$ cat src/rtl/switch_dest_tagger.sv
// switch_dest_tagger
// Learning MAC lookup stage in front of a switch fabric. Every ingress beat is
// registered once (1-cycle latency) and tagged with a one-hot/multi-hot egress
// mask (tdest). The mask is looked up from the destination MAC on the first
// beat of a frame and held for the rest of it. The source MAC, which spans the
// first two beats, is learned against the ingress port on the second beat.
//
// Ports
//   clk, rst                     clock, asynchronous active-high reset
//   s_axis_* (tdata..tuser)      ingress frame stream, tid = ingress port
//   s_axis_tready                combinational: !m_axis_tvalid || m_axis_tready
//   m_axis_* (tdata..tuser)      registered egress stream, tdest = egress mask
//
// Optional feature
//   SWITCH_DEST_TAGGER_AGING_EN  when defined, entries not refreshed between
//                                two sweeps (every AGING_PERIOD cycles) expire.
module switch_dest_tagger #(
    parameter int unsigned AXIS_DATA_WIDTH = 64,
    parameter int unsigned AXIS_KEEP_WIDTH = AXIS_DATA_WIDTH / 8,
    parameter int unsigned AXIS_ID_WIDTH   = 8,
    parameter int unsigned AXIS_USER_WIDTH = 17,
    parameter int unsigned RADIX           = 4,
    parameter int unsigned AXIS_DEST_WIDTH = RADIX,
    parameter int unsigned TABLE_SIZE      = 16,
    parameter int unsigned AGING_PERIOD    = 1000000
) (
    input  logic                       clk,
    input  logic                       rst,
    input  logic [AXIS_DATA_WIDTH-1:0] s_axis_tdata,
    input  logic [AXIS_KEEP_WIDTH-1:0] s_axis_tkeep,
    input  logic                       s_axis_tvalid,
    output logic                       s_axis_tready,
    input  logic                       s_axis_tlast,
    input  logic [AXIS_ID_WIDTH-1:0]   s_axis_tid,
    input  logic [AXIS_USER_WIDTH-1:0] s_axis_tuser,
    output logic [AXIS_DATA_WIDTH-1:0] m_axis_tdata,
    output logic [AXIS_KEEP_WIDTH-1:0] m_axis_tkeep,
    output logic                       m_axis_tvalid,
    input  logic                       m_axis_tready,
    output logic                       m_axis_tlast,
    output logic [AXIS_ID_WIDTH-1:0]   m_axis_tid,
    output logic [AXIS_DEST_WIDTH-1:0] m_axis_tdest,
    output logic [AXIS_USER_WIDTH-1:0] m_axis_tuser
);

    localparam int unsigned MAC_W  = 48;
    localparam int unsigned PORT_W = (RADIX > 1) ? $clog2(RADIX) : 1;
    localparam int unsigned IDX_W  = (TABLE_SIZE > 1) ? $clog2(TABLE_SIZE) : 1;

    // Only the 64-bit beat layout is implemented; the MAC byte positions depend on it.
    if (AXIS_DATA_WIDTH != 64 || AXIS_KEEP_WIDTH != 8 || AGING_PERIOD == 0) begin : g_bad_params
        $error("switch_dest_tagger: unsupported parameter set");
    end

    typedef enum logic [1:0] {ST_FIRST, ST_SECOND, ST_BODY} state_t;

    state_t                     state, state_nxt;
    logic                       s_fire;
    logic                       port_ok;
    logic [PORT_W-1:0]          in_port;
    logic [MAC_W-1:0]           dst_mac, src_mac;
    logic [15:0]                src_lo;      // src MAC bytes 0..1, carried from beat 0
    logic [AXIS_DEST_WIDTH-1:0] frame_dest;  // mask held for the remaining beats
    logic [AXIS_DEST_WIDTH-1:0] first_dest;
    logic                       dst_hit, src_hit, learn_en;
    logic [PORT_W-1:0]          dst_port;
    logic [IDX_W-1:0]           src_idx;

    logic [TABLE_SIZE-1:0]      tbl_valid;
    logic [MAC_W-1:0]           tbl_mac  [TABLE_SIZE];
    logic [PORT_W-1:0]          tbl_port [TABLE_SIZE];
    logic [IDX_W-1:0]           rep_ptr;

    assign s_axis_tready = !m_axis_tvalid || m_axis_tready;
    assign s_fire        = s_axis_tvalid && s_axis_tready;
    assign in_port       = s_axis_tid[PORT_W-1:0];
    assign port_ok       = 32'(s_axis_tid) < RADIX;
    assign dst_mac       = s_axis_tdata[47:0];
    assign src_mac       = {s_axis_tdata[31:0], src_lo};
    // Unicast test uses byte 0 bit 0 of the source MAC, captured with beat 0.
    assign learn_en      = s_fire && (state == ST_SECOND) && !src_lo[0] && port_ok;

    // Associative match of both MACs over valid entries (table contents before any write).
    always_comb begin
        dst_hit  = 1'b0;
        dst_port = '0;
        src_hit  = 1'b0;
        src_idx  = '0;
        for (int i = 0; i < int'(TABLE_SIZE); i++) begin
            if (tbl_valid[i] && tbl_mac[i] == dst_mac) begin
                dst_hit  = 1'b1;
                dst_port = tbl_port[i];
            end
            if (tbl_valid[i] && tbl_mac[i] == src_mac) begin
                src_hit = 1'b1;
                src_idx = IDX_W'(i);
            end
        end
    end

    // Egress mask for a frame's first beat: flood, forward, or filter back to the ingress port.
    always_comb begin
        first_dest = '1;
        if (port_ok) begin
            if (dst_mac[0] || !dst_hit) begin
                first_dest = ~(AXIS_DEST_WIDTH'(1) << in_port);
            end else if (dst_port == in_port) begin
                first_dest = '0;
            end else begin
                first_dest = AXIS_DEST_WIDTH'(1) << dst_port;
            end
        end
    end

    // Frame position state register.
    always_ff @(posedge clk or posedge rst) begin
        if (rst) begin
            state <= ST_FIRST;
        end else begin
            state <= state_nxt;
        end
    end

    // Frame position next state.
    always_comb begin
        state_nxt = state;
        if (s_fire) begin
            if (s_axis_tlast) begin
                state_nxt = ST_FIRST;
            end else begin
                case (state)
                    ST_FIRST:  state_nxt = ST_SECOND;
                    default:   state_nxt = ST_BODY;
                endcase
            end
        end
    end

    // Single output register stage.
    always_ff @(posedge clk or posedge rst) begin
        if (rst) begin
            m_axis_tvalid <= 1'b0;
            m_axis_tdata  <= '0;
            m_axis_tkeep  <= '0;
            m_axis_tlast  <= 1'b0;
            m_axis_tid    <= '0;
            m_axis_tdest  <= '0;
            m_axis_tuser  <= '0;
            frame_dest    <= '0;
            src_lo        <= '0;
        end else if (s_fire) begin
            m_axis_tvalid <= 1'b1;
            m_axis_tdata  <= s_axis_tdata;
            m_axis_tkeep  <= s_axis_tkeep;
            m_axis_tlast  <= s_axis_tlast;
            m_axis_tid    <= s_axis_tid;
            m_axis_tuser  <= s_axis_tuser;
            m_axis_tdest  <= (state == ST_FIRST) ? first_dest : frame_dest;
            if (state == ST_FIRST) begin
                frame_dest <= first_dest;
                src_lo     <= s_axis_tdata[63:48];
            end
        end else if (m_axis_tready) begin
            m_axis_tvalid <= 1'b0;
        end
    end

`ifdef SWITCH_DEST_TAGGER_AGING_EN
    localparam int unsigned AGE_W = (AGING_PERIOD > 1) ? $clog2(AGING_PERIOD) : 1;

    logic [TABLE_SIZE-1:0] tbl_age;
    logic [AGE_W-1:0]      age_cnt;
    logic                  age_sweep;

    assign age_sweep = (age_cnt == AGE_W'(AGING_PERIOD - 1));
`endif

    // MAC table: learning, replacement pointer and (optionally) aging sweep.
    always_ff @(posedge clk or posedge rst) begin
        if (rst) begin
            tbl_valid <= '0;
            rep_ptr   <= '0;
            for (int i = 0; i < int'(TABLE_SIZE); i++) begin
                tbl_mac[i]  <= '0;
                tbl_port[i] <= '0;
            end
`ifdef SWITCH_DEST_TAGGER_AGING_EN
            tbl_age <= '0;
            age_cnt <= '0;
`endif
        end else begin
`ifdef SWITCH_DEST_TAGGER_AGING_EN
            // Sweep first so a learn in the same cycle overrides it for its entry.
            age_cnt <= age_sweep ? '0 : age_cnt + AGE_W'(1);
            if (age_sweep) begin
                tbl_valid <= tbl_valid & tbl_age;
                tbl_age   <= '0;
            end
`endif
            if (learn_en) begin
                if (src_hit) begin
                    tbl_valid[src_idx] <= 1'b1;
                    tbl_port[src_idx]  <= in_port;
`ifdef SWITCH_DEST_TAGGER_AGING_EN
                    tbl_age[src_idx]   <= 1'b1;
`endif
                end else begin
                    tbl_valid[rep_ptr] <= 1'b1;
                    tbl_mac[rep_ptr]   <= src_mac;
                    tbl_port[rep_ptr]  <= in_port;
                    rep_ptr            <= rep_ptr + IDX_W'(1);
`ifdef SWITCH_DEST_TAGGER_AGING_EN
                    tbl_age[rep_ptr]   <= 1'b1;
`endif
                end
            end
        end
    end

endmodule

$ cat config.mk
export PLATFORM = sky130hd
export DESIGN_NAME = switch_dest_tagger
export DESIGN_NICKNAME = d
export VERILOG_FILES = /design/src/rtl/switch_dest_tagger.sv
export SDC_FILE = /design/constraint.sdc
export NUM_CORES = 2
export LEC_CHECK = 0
export BUFFER_PORTS_ARGS = -buffer_cell sky130_fd_sc_hd__buf_2
export CAP_MARGIN = 30
export CELL_PAD_IN_SITES_DETAIL_PLACEMENT = 2
export CELL_PAD_IN_SITES_GLOBAL_PLACEMENT = 2
export CORE_MARGIN = 1.5
export CORE_UTILIZATION = 41
export DETAILED_ROUTE_END_ITERATION = 10
export GPL_TIMING_DRIVEN = 0
export PLACE_DENSITY = 0.87
export SLEW_MARGIN = 25
export SYNTH_ARGS = -nofsm -noshare
export SYNTH_HDL_FRONTEND = slang
export SYNTH_SLANG_ARGS = --single-unit
$ cat constraint.sdc
create_clock -name clk -period 37 [get_ports clk]
set_clock_uncertainty 0.15 [all_clocks]
set_input_delay 7.4 -clock clk [delete_from_list [all_inputs] [get_ports clk]]
set_output_delay 7.4 -clock clk [all_outputs]
set_load 0.02 [all_outputs]
==> qor.csv <==
metric,value,unit
first-pass GRT wire length,514000,µm
Synth-to-Final Area Change,17.28,%
syn_area_per_cell,10.75,µm²
Tightest Pin Transition,1240,ps
endpoints failing hold,0,
Final Critical Period,15400,ps
# H-tree levels,3,
Die X,366.2,µm
"Period Utilization, post-route",0.4163,
Seq pwr share,0.324,
synth warn,0,
Synth Net Count,5137,
fin cells,7352,
design area,63420,µm²
FP Rows,133,
final worst slack,21600,ps
max_slew headroom,0.1732,
Hold Path Stages,2,
Post-CTS Hold Fix Bufs,0,
peak supply drop,0.04171,mV
Power Internal,1.944,mW
total net switching power,1.406,mW
Worst Path Arrival,7850,ps
Cell variety after synth,84,
CP Capture Type,primary output,
WL per Instance,53.85,µm
Yosys top cell area share,0.4355,
clock tree buffer depth,3,
post-synth design cell area,54080,µm²
io pins,206,
Die Y,366.2,µm
DRC Markers,0,
HPWL Detailed,262800,µm
Power Density,52.83,nW/µm²
Synth Instances,5031,
switching share of power,0.4197,
fmax,64.92,MHz
worst min path class,flip-flop to flip-flop,
Clock Latency Late Sink,820,ps
leading post-synthesis cells by cell area,"dfrtp_1 44%, mux2_2 13%, xor2_1 11%",
Placed Cells,7031,
Port Buffer Count,159,
fraction of layout cells with a size suffix above 1,0.2635,
Clock power frac,0.355,
post-route ant nets,1,
Synth area leader,dfrtp_1,
number of synthesized flops with an enable pin,0,
startpoint types,input port,
Max Cap Violations,0,
number of CTS-inserted buffers,112,
drt total wl,395900,µm
Tot Pwr,3.350,mW
Iter 0 DRT Violations,9462,
initial antenna violation count,108,
static leakage,29.24,nW
Vias/cell,7.378,
Worst Hold Slack,320.0,ps
Reg-to-Reg Start,src_lo[4],
WP data required,29450,ps
reg2reg end,tbl_port[12],
Yosys reg bits,941,
cell depth of the worst flop-to-flop path,16,
asr flop ratio synth,1.000,
Root Driver,clkbuf_16,
Max Slew Vio Count,0,
status,"complete, but fails checks",
GRT Residual Overflow,0,
TritonCTS Sinks,941,
Total Routing Usage GR,0.5785,
Post-CTS Setup Inserts,0,
Hold Path Sink,m_axis_tkeep[5],
register area share after synthesis,0.4355,
dpl cell area,59270,µm²
Placer Congestion,1.067,
final setup fails,0,
post-cts repair resize count,0,
"reg-to-reg slack, setup",29340,ps
"CTS clk-pin slew, worst paths",60,ps
CTS tree,yes,
Comb pwr share,0.321,
Post-Place Worst Slack,21590,ps
failing checks,antenna rules,
crit path max fanout,4,
largest net degree at the start of global routing,96,
die area,134100,µm²
final net count,5505,
via count,54250,
number of global-route vias before repair,53050,
Setup CP Type,input port to primary output,
hold path startpoint,m_axis_tkeep[5],
initial core utilization,0.4124,
"Top FF cell, synth",dfrtp_1,
core area,131100,µm²
RSZ-0062 raised after global routing,no,
TritonRoute pass-1 iters,7,
-- flip-flops by register name, indices dropped and copies added (netlist names), 4 cells and up --
register and count:
m_axis_tkeep 8, frame_dest 4, tbl_port 32, m_axis_tuser 17, tbl_mac 768, tbl_valid 16
m_axis_tdata 64, rep_ptr 4, src_lo 16, m_axis_tid 8
-- per-layer routing --
metal | vias to the layer above | routed length [µm] | track usage
li1 | 18160 | - | -
met1 | 27440 | 133800 | 0.6514
met2 | 6019 | 151400 | 0.7540
met3 | 2580 | 63320 | 0.3370
met4 | 46 | 46620 | 0.5315
met5 | - | 798 | 0.02564
-- cell families after synthesis --
family,share of synthesized area
buffers and inverters,0.04993
DFF,0.4355
xor gates and xnor gates,0.2142
AOI/OAI and AO/OA,0.05847
muxes,0.1304
adders and majority gates,0.0009256
and+or+nand+nor,0.1106
-- critical path, stage by stage --
cell and delay, ps:
buf_2 90, nand2b_1 180, buf_2 180
-- worst max-delay path by stage --
stage	startpoint	to	slack (ps)	cells after the start
after detailed placement	m_axis_tready	s_axis_tready	21590	3
after floorplan	rst	frame_dest[0]	2990	1
after global routing	m_axis_tready	s_axis_tready	21590	3
final	m_axis_tready	s_axis_tready	21600	3
after CTS	m_axis_tready	s_axis_tready	21590	3
after global placement	rst	m_axis_tdata[27]	-9800	2
-- cell usage in the layout (no fill, tap or decap), types with 61 or more instances in the layout --
master	n
dfrtp_1	941
xor2_1	685
xnor2_1	634
mux2_2	610
nand2_1	437
buf_2	334
o21ai_0	224
nor4_1	198
nand4_1	191
inv_1	115
clkbuf_16	113
diode_2	109
nand2b_1	81
clkbuf_2	78
clkbuf_1	67
buf_6	61
-- through the flow --
step                      TNS [ps]  utilization
after floorplan                  0            -
after global placement    -8980670       0.4352
after detailed placement         0       0.4520
after CTS                        0       0.4803
after global routing             0       0.4822
final                            0       0.4836
-- power groups by stage --
stage               clock network [mW]  registers (mW)  logic (mW)
global placement                     0            1.10       0.832
finish                            1.19            1.09        1.08
CTS                               1.17            1.08       0.935
global route                      1.20            1.08        1.00
floorplan                            0            1.11       0.329
detailed placement                   0            1.10       0.920
-- Yosys cell counts (all sizes together) (9+ instances only) --
master,n
o22ai,58
a22o,22
inv,119
xnor2,636
nand4,191
nand2,441
o221ai,14
clkbuf,118
or2,11
a221oi,14
nor3,48
or4,12
buf,272
o2111ai,30
nor2,53
xor2,685
mux2,626
dfrtp,941
nor2b,30
o2bb2ai,9
o21ai,226
nand3,36
a21oi,30
nand2b,81
a2111oi,14
nor4,208
-- cell type report --
type / instances / area, µm²
repair buffers: 254 / 2960
multi-input cells: 3577 / 27920
plain buffers: 390 / 2355
well taps: 1755 / 2196
fillers: 13390 / 67710
inverters: 123 / 469.2
clock buffers: 168 / 3314
clock inverters: 35 / 390.4
flip-flops and latches: 941 / 23550
diodes: 109 / 272.8
Power figures use the tool's default switching activity.
